<file path="config.mk">
export PLATFORM = sky130hd
export DESIGN_NAME = id_rf_pipe
export DESIGN_NICKNAME = d
export VERILOG_FILES = /design/src/rtl/id_rf_pkg.sv /design/src/rtl/id_rf_extender.sv /design/src/rtl/id_rf_pipe.sv
export SDC_FILE = /design/constraint.sdc
export NUM_CORES = 1
export LEC_CHECK = 0
export BUFFER_PORTS_ARGS = -buffer_cell sky130_fd_sc_hd__buf_2
export CELL_PAD_IN_SITES_DETAIL_PLACEMENT = 0
export CELL_PAD_IN_SITES_GLOBAL_PLACEMENT = 2
export CORE_MARGIN = 2
export CORE_UTILIZATION = 30
export DETAILED_ROUTE_END_ITERATION = 8
export PLACE_DENSITY = 0.79
export SYNTH_ARGS = -nofsm -noshare
export SYNTH_HDL_FRONTEND = slang
export SYNTH_HIERARCHICAL = 1
export SYNTH_SLANG_ARGS = --single-unit
</file>
<file path="constraint.sdc">
create_clock -name clock -period 1.35 [get_ports clock]
set_input_delay 0.27 -clock clock [delete_from_list [all_inputs] [get_ports clock]]
set_output_delay 0.27 -clock clock [all_outputs]
set_load 0.02 [all_outputs]
</file>
<file path="src/rtl/id_rf_pkg.sv">
// Shared types for the decode / register-fetch stage: extender modes and write-back sources.
// Optional write-to-read bypass in id_rf_pipe is selected with ID_RF_BYPASS_EN.
package id_rf_pkg;

    localparam int unsigned EXT_MODE_W = 3;
    localparam int unsigned WB_SRC_W   = 2;

    typedef enum logic [EXT_MODE_W-1:0] {
        EXT_ZERO  = 3'b000,
        EXT_SIGN  = 3'b001,
        EXT_ZERO8 = 3'b010,
        EXT_SIGN8 = 3'b011,
        EXT_HIGH  = 3'b100
    } ext_mode_e;

    typedef enum logic [WB_SRC_W-1:0] {
        WB_ULA  = 2'b00,
        WB_MD   = 2'b01,
        WB_LINK = 2'b10,
        WB_ZERO = 2'b11
    } wb_src_e;

endpackage

</file>
<file path="src/rtl/id_rf_extender.sv">
// Combinational constant extender: widens the raw immediate to DATA_W according to ext_mode.
module id_rf_extender
    import id_rf_pkg::*;
#(
    parameter int unsigned DATA_W  = 16,
    parameter int unsigned CONST_W = 12
) (
    input  logic [EXT_MODE_W-1:0] mode_i,
    input  logic [CONST_W-1:0]    const_i,
    output logic [DATA_W-1:0]     ext_o
);

    logic [7:0] low8;

    always_comb begin
        low8  = 8'(const_i);
        ext_o = '0;
        case (ext_mode_e'(mode_i))
            EXT_ZERO:  ext_o = DATA_W'(const_i);
            EXT_SIGN:  ext_o = DATA_W'($signed(const_i));
            EXT_ZERO8: ext_o = DATA_W'(low8);
            EXT_SIGN8: ext_o = DATA_W'($signed(low8));
            // low byte placed at the bottom of the upper half
            EXT_HIGH:  ext_o = DATA_W'(low8) << (DATA_W / 2);
            default:   ext_o = '0;
        endcase
    end

endmodule

</file>
<file path="src/rtl/id_rf_pipe.sv">
// Decode / register-fetch stage: register file, link register, write-back mux, extender and a
// registered valid/ready operand stage toward EX. Define ID_RF_BYPASS_EN for same-edge write-to-read bypass.
module id_rf_pipe
    import id_rf_pkg::*;
#(
    parameter  int unsigned DATA_W  = 16,
    parameter  int unsigned NREGS   = 8,
    parameter  int unsigned CONST_W = 12,
    parameter  int unsigned R0_ZERO = 0,
    localparam int unsigned REG_AW  = $clog2(NREGS)
) (
    input  logic                  clock,
    input  logic                  reset_n,
    input  logic                  in_valid,
    output logic                  in_ready,
    input  logic [REG_AW-1:0]     sel_sa,
    input  logic [REG_AW-1:0]     sel_sb,
    input  logic [EXT_MODE_W-1:0] ext_mode,
    input  logic [CONST_W-1:0]    ext_const,
    output logic                  out_valid,
    input  logic                  out_ready,
    output logic [DATA_W-1:0]     a,
    output logic [DATA_W-1:0]     b,
    output logic [DATA_W-1:0]     const_ext,
    input  logic                  wb_en,
    input  logic [REG_AW-1:0]     wb_sel,
    input  logic [WB_SRC_W-1:0]   wb_src,
    input  logic [DATA_W-1:0]     res_ula,
    input  logic [DATA_W-1:0]     res_md,
    input  logic [DATA_W-1:0]     pc,
    input  logic                  pc_copy_en
);

    logic [DATA_W-1:0] rf_q [NREGS];
    logic [DATA_W-1:0] link_q;
    logic [DATA_W-1:0] wb_data;
    logic              wb_we;

    logic [DATA_W-1:0] rd_a, rd_b, ext_val;
    logic [DATA_W-1:0] a_q, a_d, b_q, b_d, c_q, c_d;
    logic              out_valid_q, out_valid_d;
    logic              accept;

    id_rf_extender #(
        .DATA_W  (DATA_W),
        .CONST_W (CONST_W)
    ) u_ext (
        .mode_i  (ext_mode),
        .const_i (ext_const),
        .ext_o   (ext_val)
    );

    // link_q here is the value before this edge's pc_copy_en capture
    always_comb begin
        wb_data = '0;
        case (wb_src_e'(wb_src))
            WB_ULA:  wb_data = res_ula;
            WB_MD:   wb_data = res_md;
            WB_LINK: wb_data = link_q;
            default: wb_data = '0;
        endcase
        wb_we = wb_en && !((R0_ZERO != 0) && (wb_sel == '0));
    end

    function automatic logic [DATA_W-1:0] read_port(input logic [REG_AW-1:0] sel);
        logic [DATA_W-1:0] v;
        v = rf_q[sel];
`ifdef ID_RF_BYPASS_EN
        if (wb_we && (wb_sel == sel)) v = wb_data;
`endif
        if ((R0_ZERO != 0) && (sel == '0)) v = '0;
        return v;
    endfunction

    always_comb begin
        rd_a = read_port(sel_sa);
        rd_b = read_port(sel_sb);
    end

    always_ff @(posedge clock or negedge reset_n) begin
        if (!reset_n) begin
            for (int unsigned i = 0; i < NREGS; i++) rf_q[i] <= '0;
            link_q <= '0;
        end else begin
            if (wb_we)      rf_q[wb_sel] <= wb_data;
            if (pc_copy_en) link_q       <= pc;
        end
    end

    // Operand stage: held while stalled, not refreshed by write-back.
    always_comb begin
        in_ready    = !out_valid_q || out_ready;
        accept      = in_valid && in_ready;
        out_valid_d = out_valid_q;
        a_d         = a_q;
        b_d         = b_q;
        c_d         = c_q;
        if (accept) begin
            out_valid_d = 1'b1;
            a_d         = rd_a;
            b_d         = rd_b;
            c_d         = ext_val;
        end else if (out_ready) begin
            out_valid_d = 1'b0;
        end
    end

    always_ff @(posedge clock or negedge reset_n) begin
        if (!reset_n) begin
            out_valid_q <= 1'b0;
            a_q         <= '0;
            b_q         <= '0;
            c_q         <= '0;
        end else begin
            out_valid_q <= out_valid_d;
            a_q         <= a_d;
            b_q         <= b_d;
            c_q         <= c_d;
        end
    end

    assign out_valid = out_valid_q;
    assign a         = a_q;
    assign b         = b_q;
    assign const_ext = c_q;

endmodule
</file>
==> results of run 1 <==
==> metrics by stage <==
| step | power (mW) | util, % | instance area [um^2] |
|---|---|---|---|
| after floorplan | 10.3 | - | 9930 |
| after global placement | 11.8 | 35.4 | 11500 |
| after detailed placement | 11.9 | 35.4 | 11500 |
| after CTS | 16.7 | 37.3 | 12100 |
| after global routing | 17.6 | 37.9 | 12300 |
| final | 16.7 | 37.9 | 12300 |
==> cell type report <==
| class | count | area [um^2] |
|---|---|---|
| Timing Repair Buffer | 190 | 1610 |
| Clock buffer | 20 | 457 |
| Multi-Input combinational cell | 621 | 4780 |
| Inverter | 2 | 10.0 |
| Tap cell | 442 | 553 |
| Clock inverter | 12 | 83.8 |
| Fill cell | 3265 | 20200 |
| Sequential cell | 193 | 4830 |
==> per-layer routing <==
layer	GRT usage, %	routed length (um)
met2	28.0	13800
met1	21.7	12500
met4	6.08	631
met3	2.15	725
met5	0	0
==> cell usage in the layout (no fill, tap or decap), types with 3 or more instances in the layout <==
| master | count |
|---|---|
| sky130_fd_sc_hd__mux2_4 | 10 |
| sky130_fd_sc_hd__mux2_2 | 86 |
| sky130_fd_sc_hd__nor2b_1 | 10 |
| sky130_fd_sc_hd__a22o_1 | 32 |
| sky130_fd_sc_hd__nand2_1 | 67 |
| sky130_fd_sc_hd__o2bb2ai_1 | 4 |
| sky130_fd_sc_hd__nor4bb_1 | 4 |
| sky130_fd_sc_hd__a2bb2oi_4 | 10 |
| sky130_fd_sc_hd__o21ai_0 | 51 |
| sky130_fd_sc_hd__clkinv_4 | 3 |
| sky130_fd_sc_hd__nand4b_1 | 3 |
| sky130_fd_sc_hd__buf_6 | 6 |
| sky130_fd_sc_hd__a21oi_2 | 4 |
| sky130_fd_sc_hd__o21ai_2 | 4 |
| sky130_fd_sc_hd__buf_2 | 124 |
| sky130_fd_sc_hd__nand2b_1 | 3 |
| sky130_fd_sc_hd__buf_4 | 21 |
| sky130_fd_sc_hd__clkbuf_8 | 3 |
| sky130_fd_sc_hd__mux2i_1 | 80 |
| sky130_fd_sc_hd__clkinv_2 | 5 |
| sky130_fd_sc_hd__buf_12 | 37 |
| sky130_fd_sc_hd__o31ai_2 | 13 |
| sky130_fd_sc_hd__nor2_1 | 66 |
| sky130_fd_sc_hd__o31ai_1 | 19 |
| sky130_fd_sc_hd__o21ai_1 | 41 |
| sky130_fd_sc_hd__clkbuf_16 | 17 |
| sky130_fd_sc_hd__o22ai_1 | 32 |
| sky130_fd_sc_hd__a21oi_1 | 60 |
| sky130_fd_sc_hd__dfrtp_1 | 192 |
| sky130_fd_sc_hd__a2bb2oi_2 | 6 |
| sky130_fd_sc_hd__a211o_1 | 4 |
==> worst max-delay path, delay by kind of cell (launching register included) <==
family,cells,cell delay (ps)
buffers and inverters,3,250
AND/OR/NAND/NOR,1,130
flip-flops,1,400
==> how the worst max path moves through the flow <==
stage	slack [ps]	from	cells after the start	endpoint
5_1_grt	-190	out_valid	4	in_ready
3_5_place_dp	-420	wb_src[1]	5	rf_q[3]
2_1_floorplan	3	out_valid	5	a[1]
3_3_place_gp	-370	wb_src[1]	5	rf_q[3]
4_1_cts	-160	out_valid	4	in_ready
6_report	-140	out_valid	4	in_ready
==> kinds of logic (layout without fill, tap and decap cells) <==
| kind of cell | count (synthesis) | after routing | share of synthesized area (%) |
|---|---|---|---|
| buffers and inverters | 75 | 224 | 4.50 |
| and+or+nand+nor | 164 | 164 | 7.82 |
| muxes | 177 | 177 | 19.1 |
| DFF | 193 | 193 | 48.7 |
| AOI/OAI and AO/OA | 280 | 280 | 19.9 |
==> power by group <==
| group | switching, mW | internal, mW |
|---|---|---|
| Sequential | 0.813 | 6.88 |
| Clock | 2.27 | 2.46 |
| Combinational | 2.19 | 2.07 |
==> registers in the layout (all words and copies together) (netlist names) <==
register and count:
link_q 16, const_ext 16, out_valid 1, b 16
a 16, rf_q 128
==> cell usage after synthesis <==
library cell and instances:
sky130_fd_sc_hd__a2bb2oi_2 6, sky130_fd_sc_hd__nand4b_1 3, sky130_fd_sc_hd__buf_4 14, sky130_fd_sc_hd__o22ai_1 32, sky130_fd_sc_hd__nor2b_2 1, sky130_fd_sc_hd__clkbuf_2 1, sky130_fd_sc_hd__a211o_1 4, sky130_fd_sc_hd__a21oi_2 4
sky130_fd_sc_hd__nor4bb_1 6, sky130_fd_sc_hd__nor3b_2 1, sky130_fd_sc_hd__dfrtp_1 193, sky130_fd_sc_hd__nor2_2 1, sky130_fd_sc_hd__a2bb2oi_4 10, sky130_fd_sc_hd__nand2b_4 1, sky130_fd_sc_hd__a22o_1 32, sky130_fd_sc_hd__o21ai_0 51
sky130_fd_sc_hd__mux2i_1 81, sky130_fd_sc_hd__a21oi_1 60, sky130_fd_sc_hd__nand4_1 1, sky130_fd_sc_hd__nor4b_4 1, sky130_fd_sc_hd__nor2b_4 1, sky130_fd_sc_hd__o21ai_1 41, sky130_fd_sc_hd__nand2b_1 3, sky130_fd_sc_hd__buf_2 20
sky130_fd_sc_hd__nor2b_1 10, sky130_fd_sc_hd__clkbuf_1 27, sky130_fd_sc_hd__buf_6 10, sky130_fd_sc_hd__nand2_1 67, sky130_fd_sc_hd__o21ai_2 4, sky130_fd_sc_hd__inv_1 2, sky130_fd_sc_hd__buf_8 1, sky130_fd_sc_hd__nor2_1 66
sky130_fd_sc_hd__mux2_2 96, sky130_fd_sc_hd__o2bb2ai_1 4, sky130_fd_sc_hd__and4b_2 1, sky130_fd_sc_hd__o31ai_1 32, sky130_fd_sc_hd__and4bb_2 1
==> repair_timing <==
| item | 4_1_cts | 5_1_grt |
|---|---|---|
| hold endpoints to repair | 28 | 0 |
| endpoints found under the setup margin | 34 | 44 |
| hold buffers | 1 | 0 |
| resized for setup | 11 | 24 |
| pin swaps | 0 | 0 |
| buffers inserted | 3 | 8 |
==> impl_metrics.csv, run 1 <==
group,metric,value,unit
status,run_status,"complete, but fails checks",
status,failed_checks,"setup timing",
clock_network,cts_num_sinks,193,
clock_network,cts_max_path_buffers,2,
clock_network,cts_max_level,4,
power,leakagePower,5.59,nW
yosys,postSynthAreaPerCell,11.2,um^2
placement,port_buffers,129,
cells_and_area,drive_above_1_share,35.3,%
job,drv.max_cap_violation_count,0,
critical_path,critPathRequiredTime,1080,ps
cells_and_area,antenna_cells_inserted,0,
critical_path,critPathCaptureType,"output port",
grt,antenna_found_initial,0,
grt,first_global_vias,7446,
detailed_routing,remaining_drc_errors,0,
sta,min_period_over_period,111,%
yosys,synth.top_cells.by_area,"sky130_fd_sc_hd__dfrtp_1 (49%), sky130_fd_sc_hd__mux2_2 (11%), sky130_fd_sc_hd__mux2i_1 (8.2%), sky130_fd_sc_hd__a21oi_1 (3.0%), sky130_fd_sc_hd__a22o_1 (2.8%)",
sta,max_freq,670,MHz
clock_network,clock_tree_from_tritoncts,"yes",
yosys,yosys_warnings,6,
clock_network,cts_buffers,17,
sta,rsz0062_at_grt,"true",
yosys,library_cell_with_the_largest_summed_area_after_synthesis,"sky130_fd_sc_hd__dfrtp_1",
critical_path,worst_r2r_path_depth,4,
floorplanning,io_pins,130,
floorplanning,fp.dieH,186,um
grt,gr-total-overflow,0,
yosys,synth_top_area_share,48.7,%
yosys,synthesis.instances,889,
power,p_per_area,1350,nW/um^2
sta,timing.final.setup_violations,1,
sta,final_period_minus_worst_setup_slack,1490,ps
sta,hold_ws,58.7,ps
yosys,synth-seq-cells,193,
sta,fin_setup_tns,-143,ps
sta,max_slew_margin,74.1,%
critical_path,slowest_delay,400,ps
min_path,hold_depth,2,
critical_path,worst_r2r_endpoint,"a[7]",
detailed_routing,route.final.wire_length,27700,um
clock_network,clock_latency_on_the_worst_skew_pair,440,ps
grt,grt_start_max_net_pins,36,
floorplanning,initial_core_util,30.5,%
critical_path,setup.worst_path.start_class,"flop",
detailed_routing,via_per_inst,4.93,
placement,globalplace.congestion,0.770,
min_path,hold_class,"in2reg",
sta,tightestPinTransition,378,ps
sta,timing.final.hold_violations,0,
cells_and_area,final_net_count,1105,
detailed_routing,first_iter_violations,353,
cells_and_area,final_cell_count_no_fill,1480,
critical_path,critPathArrivalTime,1220,ps
critical_path,cp_max_fo,3,
grt,grt.total_usage,16.6,%
grt,wire_length_of_the_first_global_routing_pass,43200,um
floorplanning,die_width,186,um
critical_path,worst-setup-path-type,"reg2out",
min_path,min-delay-start,"pc[7]",
critical_path,crit_chain,"nor2b_4 -> buf_6 -> inv_4 -> buf_6",
placement,dpl_hpwl,18400,um
critical_path,register_to_register_setup_slack,10,ps
detailed_routing,wire_per_inst,18.7,um
placement,dpl_worst_slack,-418,ps
yosys,net_count_after_synthesis,969,
cells_and_area,area_growth_syn_to_layout,24.3,%
yosys,synthesis.area,9920,um^2
sta,report.final.slew_viol_count,0,
detailed_routing,vias,7289,
detailed_routing,number_of_nets_with_antenna_violations_after_routing,0,
min_path,min_to,"link_q[7]",
critical_path,beginning_of_the_worst_register_to_register_path,"out_valid",
yosys,yosysUniqueCellTypes,37,
critical_path,slowest_stage,"sky130_fd_sc_hd__dfrtp_2",
yosys,synth_sequential_area_ratio,48.7,%
clock_network,clk_pin_slew,70,ps
floorplanning,placeableCoreArea,32500,um^2
floorplanning,dieArea,34500,um^2
power,irDropWorstVdd,0.883,mV
sta,worst_slack,-143,ps
placement,placedCellCount,1436,
sta,final_setup_skew,8.31,ps
critical_path,worst_path_most_repeated_cell,"sky130_fd_sc_hd__buf_6",
floorplanning,rows,66,
detailed_routing,drt_first_pass_iters,4,
clock_network,clock-root-buffer,"sky130_fd_sc_hd__clkbuf_16",
(Power assumes the default switching activity.)
==> run 2: changes to the inputs <==
Settings changed: SETUP_SLACK_MARGIN from default to 0.3, SKIP_LAST_GASP from default to 1.
==> run 2 against run 1 <==
Against the previous run:
- final cell count grew 4.1%
- final area grew 19%
- clock-buffer cell count grew 1
- the flow still finishes with violations (setup timing)
- worst hold slack gained 7.4 ps
- maximum frequency grew 0.90%
==> impl_metrics.csv, run 2 (synthesis gave the netlist of run 1 again) <==
group,metric,value,unit
grt,first_global_vias,7837,
grt,wire_length_of_the_first_global_routing_pass,44200,um
power,totalPowerFinal,18.9,mW
detailed_routing,wl_met2,15300,um
detailed_routing,m1WireLength,12000,um
power,p_per_area,1290,nW/um^2
cells_and_area,layout_common_cells,"sky130_fd_sc_hd__dfrtp_1 (187), sky130_fd_sc_hd__mux2_2 (79), sky130_fd_sc_hd__buf_2 (78)",
cells_and_area,largest-register,"rf_q",
clock_network,clock_tree_from_tritoncts,"yes",
floorplanning,die_width,186,um
power,irDropWorstVdd,0.914,mV
min_path,min-delay-start,"pc[13]",
grt,grt.total_usage,16.8,%
power,p_int,13.0,mW
floorplanning,rows,66,
sta,hold_ws,66.1,ps
status,run_status,"complete, but fails checks",
power,power_switching,5.91,mW
cells_and_area,antenna_cells_inserted,0,
placement,globalplace.congestion,0.735,
sta,max_slew_margin,77.6,%
power,comb_power_share,32.3,%
critical_path,register_to_register_setup_slack,-100,ps
min_path,hold_class,"in2reg",
detailed_routing,wire_per_inst,18.7,um
power,leakagePower,6.35,nW
sta,rsz0062_at_grt,"true",
critical_path,beginning_of_the_worst_register_to_register_path,"out_valid",
sta,timing.final.setup_violations,23,
sta,tightestPinTransition,327,ps
detailed_routing,via_per_inst,4.96,
sta,final_setup_skew,8.47,ps
critical_path,critPathRequiredTime,1080,ps
critical_path,critPathCaptureType,"output port",
clock_network,cts_max_level,4,
critical_path,critPathArrivalTime,1210,ps
power,seq_power_share,41.2,%
job,drv.max_cap_violation_count,0,
clock_network,cts_max_path_buffers,2,
detailed_routing,number_of_nets_with_antenna_violations_after_routing,0,
cells_and_area,final_common_cell,"sky130_fd_sc_hd__dfrtp_1",
sta,final_period_minus_worst_setup_slack,1480,ps
min_path,min_to,"link_q[13]",
cells_and_area,area_growth_syn_to_layout,47.8,%
floorplanning,initial_core_util,30.5,%
critical_path,worst_r2r_endpoint,"const_ext[8]",
clock_network,clk_pin_slew,70,ps
clock_network,cts_buffers,17,
sta,max_freq,676,MHz
clock_network,cts_num_sinks,193,
status,failed_checks,"setup timing",
clock_network,clock_latency_on_the_worst_skew_pair,430,ps
grt,gr-total-overflow,0,
critical_path,setup.worst_path.start_class,"flop",
placement,port_buffers,129,
critical_path,worst-setup-path-type,"reg2out",
detailed_routing,remaining_drc_errors,0,
cells_and_area,final_net_count,1167,
detailed_routing,routed-wl-met3,707,um
critical_path,worst_r2r_path_depth,5,
floorplanning,fp.dieH,186,um
detailed_routing,vias,7638,
grt,grt_start_max_net_pins,43,
critical_path,cp_max_fo,3,
cells_and_area,final_core_util,45.1,%
floorplanning,io_pins,130,
sta,report.final.slew_viol_count,0,
cells_and_area,drive_above_1_share,55.1,%
sta,min_period_over_period,110,%
min_path,hold_depth,2,
sta,timing.final.hold_violations,0,
placement,dpl_hpwl,18500,um
floorplanning,placeableCoreArea,32500,um^2
power,netSwitchingFraction,31.2,%
floorplanning,dieArea,34500,um^2
detailed_routing,route.final.wire_length,28700,um
detailed_routing,routed.top_layer,"met4",
clock_network,clock-root-buffer,"sky130_fd_sc_hd__clkbuf_16",
sta,worst_slack,-130,ps
detailed_routing,first_iter_violations,301,
detailed_routing,drt_first_pass_iters,4,
cells_and_area,number_of_flip_flops_in_the_largest_register,128,
grt,antenna_found_initial,0,
power,power_frac_clock,26.5,%
-- run 2: changes by cell type in the layout (fill, tap and decap cells not counted), moves of 14 or more --
cell	delta
sky130_fd_sc_hd__a21oi_1	-59
sky130_fd_sc_hd__a21oi_2	+54
sky130_fd_sc_hd__buf_12	+18
sky130_fd_sc_hd__buf_2	-46
sky130_fd_sc_hd__buf_4	+37
sky130_fd_sc_hd__buf_6	+46
sky130_fd_sc_hd__mux2i_1	-15
sky130_fd_sc_hd__o21ai_0	-51
sky130_fd_sc_hd__o21ai_1	-30
sky130_fd_sc_hd__o21ai_2	+67
sky130_fd_sc_hd__o21ai_4	+14
sky130_fd_sc_hd__o31ai_1	-18
sky130_fd_sc_hd__o31ai_4	+19
-- run 2: power groups by stage --
stage | combinational, mW | sequential, mW | clock [mW]
floorplan | 2.61 | 7.89 | 0
global placement | 4.14 | 7.78 | 0
detailed placement | 4.21 | 7.82 | 0
CTS | 5.37 | 7.80 | 5.13
global route | 6.58 | 7.95 | 5.36
finish | 6.12 | 7.81 | 5.02
-- run 2: metal layers --
metal	up-vias	global-route usage [%]
met5	-	0
met2	129	30.8
met1	3791	19.8
met4	0	6.46
li1	3674	-
met3	44	2.52
-- run 2: critical path, stage by stage, from the launching register on --
cell and delay [ps]:
sky130_fd_sc_hd__dfrtp_2 390, sky130_fd_sc_hd__nor2b_4 130, sky130_fd_sc_hd__buf_6 110, sky130_fd_sc_hd__inv_4 40, sky130_fd_sc_hd__buf_6 100
-- run 2: per-stage QoR --
step                setup TNS (ps)  cell area, um^2  instances  setup WS (ps)
detailed placement          -11570            11800       1440           -137
finish                       -1250            14700       1540           -130
global placement             -9360            11800       1440           -127
floorplan                        0            10200        889           31.3
CTS                          -1840            13700       1510           -148
global route                 -2180            14700       1540           -162
-- run 2: worst max path at each step --
stage               startpoint      endpoint  slack, ps  cells after the start
floorplan            out_valid  const_ext[0]         30                      4
global placement     sel_sa[0]          a[8]       -130                      5
detailed placement   wb_src[1]      rf_q[64]       -140                      5
CTS                  out_valid      in_ready       -150                      4
global route         out_valid      in_ready       -160                      4
finish               out_valid      in_ready       -130                      4
-- run 2: cell type report --
cell class / instances / area [um^2]
Sequential cell: 193 / 4840
Multi-Input combinational cell: 621 / 5950
Clock inverter: 9 / 106
Tap cell: 442 / 553
Fill cell: 3027 / 17900
Clock buffer: 21 / 470
Inverter: 2 / 10.0
Timing Repair Buffer: 252 / 2730
-- run 2: what timing repair did --
item	4_1_cts	5_1_grt
pin swaps	35	16
resized for setup	288	117
hold endpoints to repair	27	0
cloned	7	0
setup buffers	32	30
endpoints found under the setup margin	222	226
hold buffers	1	0
==> run 3: changes to the inputs <==
Settings changed: CORE_ASPECT_RATIO from default to 0.75, SLEW_MARGIN from default to 0.
==> run 3 against run 2 <==
Against the previous run:
- the flow still finishes with violations (setup timing)
- via count down 1.5%
- combinational power decreased by 12%
- clock power grew 6.2%
- clock skew is 1.2 ps higher
- non-clock buffer count is 45 lower
- global-route usage increased by 0.50 points
- critical endpoint unchanged
- largest cell class unchanged
- largest power group unchanged
==> impl_metrics.csv, run 3 (synthesis gave the netlist of run 1 again) <==
group,metric,value,unit
floorplanning,placeableCoreArea,32400,um^2
cells_and_area,final_core_util,42.2,%
power,irDropWorstVdd,0.977,mV
power,netSwitchingFraction,32.3,%
grt,gr-total-overflow,0,
cells_and_area,area_growth_syn_to_layout,38.0,%
floorplanning,dieArea,34500,um^2
cells_and_area,drive_above_1_share,49.6,%
clock_network,clk_pin_slew,80,ps
critical_path,cp_max_fo,2,
cells_and_area,largest-register,"rf_q",
placement,dpl_hpwl,19400,um
sta,report.final.slew_viol_count,0,
clock_network,clock_tree_from_tritoncts,"yes",
clock_network,cts_max_path_buffers,2,
clock_network,cts_buffers,17,
power,p_int,12.5,mW
sta,max_freq,662,MHz
sta,worst_slack,-161,ps
placement,dpl_cell_area,11800,um^2
placement,port_buffers,129,
sta,rsz0062_at_grt,"true",
status,run_status,"complete, but fails checks",
critical_path,worst-setup-path-type,"reg2out",
grt,antenna_found_initial,0,
detailed_routing,number_of_nets_with_antenna_violations_after_routing,0,
sta,min_period_over_period,112,%
job,drv.max_cap_violation_count,0,
detailed_routing,first_iter_violations,270,
sta,tightestPinTransition,380,ps
floorplanning,initial_core_util,30.6,%
sta,timing.final.setup_violations,49,
power,leakagePower,5.94,nW
sta,max_slew_margin,74.7,%
sta,final_setup_skew,9.68,ps
clock_network,cts_max_level,4,
clock_network,cts_num_sinks,193,
cells_and_area,final_common_cell,"sky130_fd_sc_hd__dfrtp_1",
cells_and_area,layout_common_cells,"sky130_fd_sc_hd__dfrtp_1 (191), sky130_fd_sc_hd__mux2_2 (95), sky130_fd_sc_hd__buf_2 (78)",
detailed_routing,vias,7521,
detailed_routing,via_per_inst,5.02,
sta,final_period_minus_worst_setup_slack,1510,ps
detailed_routing,route.final.wire_length,29400,um
floorplanning,die_width,214,um
grt,first_global_vias,7767,
grt,wire_length_of_the_first_global_routing_pass,46600,um
critical_path,setup.worst_path.start_class,"flop",
sta,hold_ws,61.4,ps
power,comb_power_share,29.0,%
grt,grt_start_max_net_pins,41,
critical_path,critPathArrivalTime,1240,ps
detailed_routing,remaining_drc_errors,0,
detailed_routing,drt_first_pass_iters,5,
critical_path,critPathCaptureType,"output port",
cells_and_area,number_of_flip_flops_in_the_largest_register,128,
power,seq_power_share,42.2,%
status,failed_checks,"setup timing",
floorplanning,rows,57,
power,power_frac_clock,28.8,%
critical_path,worst_r2r_path_depth,5,
cells_and_area,fin_area,13700,um^2
floorplanning,fp.dieH,161,um
critical_path,critPathRequiredTime,1080,ps
min_path,hold_class,"in2reg",
power,p_per_area,1350,nW/um^2
cells_and_area,layout_fillers,3090,
min_path,hold_depth,2,
placement,globalplace.congestion,0.797,
grt,grt.total_usage,17.3,%
cells_and_area,antenna_cells_inserted,0,
power,power_switching,5.97,mW
cells_and_area,final_net_count,1122,
power,totalPowerFinal,18.5,mW
sta,timing.final.hold_violations,0,
clock_network,clock_latency_on_the_worst_skew_pair,440,ps
floorplanning,io_pins,130,
detailed_routing,wire_per_inst,19.6,um
clock_network,clock-root-buffer,"sky130_fd_sc_hd__clkbuf_16",
sta,fin_setup_tns,-4650,ps
run 3: cell count changes in the layout (fill, tap and decap cells not counted), moves of 8 or more:
cell	previous run	this run
sky130_fd_sc_hd__buf_12	55	46
sky130_fd_sc_hd__buf_4	58	29
sky130_fd_sc_hd__mux2_2	79	95
sky130_fd_sc_hd__mux2_4	17	1
sky130_fd_sc_hd__o21ai_0	0	25
sky130_fd_sc_hd__o21ai_2	71	57
sky130_fd_sc_hd__o21ai_4	14	1
sky130_fd_sc_hd__o31ai_2	12	20
sky130_fd_sc_hd__o31ai_4	19	4
run 3: routing by layer:
layer,global-route usage [%],wire length (um)
met1,24.1,14200
met2,28.1,13800
met3,3.26,922
met4,3.85,378
met5,0,0
run 3: power by group through the flow:
stage | Sequential, mW | Combinational [mW] | Clock, mW
detailed placement | 7.82 | 4.29 | 0
global placement | 7.80 | 4.22 | 0
finish | 7.79 | 5.36 | 5.33
global route | 7.95 | 5.81 | 5.66
floorplan | 7.89 | 2.61 | 0
CTS | 7.79 | 5.00 | 5.44
run 3: critical path: stages (launching register included):
cell                      delay (ps)
sky130_fd_sc_hd__dfrtp_2         400
sky130_fd_sc_hd__nor2b_4         130
sky130_fd_sc_hd__buf_12          120
sky130_fd_sc_hd__inv_4            40
sky130_fd_sc_hd__buf_6           110
run 3: layout make-up:
class                      instances  area, um^2  area share, %
clock buffer                      18         439           3.21
clock inverter                    14         170           1.24
multi-input combinational        621        5520           40.4
inverter                           2        10.0         0.0731
sequential                       193        4830           35.3
tap                              442         553           4.04
timing repair buffer             207        2160           15.8
run 3: final timing paths:
check                               end       from  slack, ps
setup / recovery               in_ready  out_valid       -160
hold / removal                link_q[6]      pc[6]         60
setup reg to reg           const_ext[5]  out_valid       -130
hold reg to reg                rf_q[44]   rf_q[44]        500
max in group asynchronous     link_q[5]    reset_n        440
min in group asynchronous  const_ext[2]    reset_n        330
run 3: through the flow:
stage | cells | worst slack (ps)
2_1_floorplan | 889 | 31.3
3_3_place_gp | 1442 | -123
3_5_place_dp | 1442 | -125
4_1_cts | 1487 | -181
5_1_grt | 1497 | -200
6_report | 1497 | -161
run 3: timing repair:
item                                    in CTS  in global routing
setup buffers                               11                 10
endpoints found under the hold margin       33                  0
cloned                                       1                  0
pin swaps                                   28                  3
endpoints found under the setup margin     226                226
resized for setup                          207                 76
hold buffers                                 1                  0
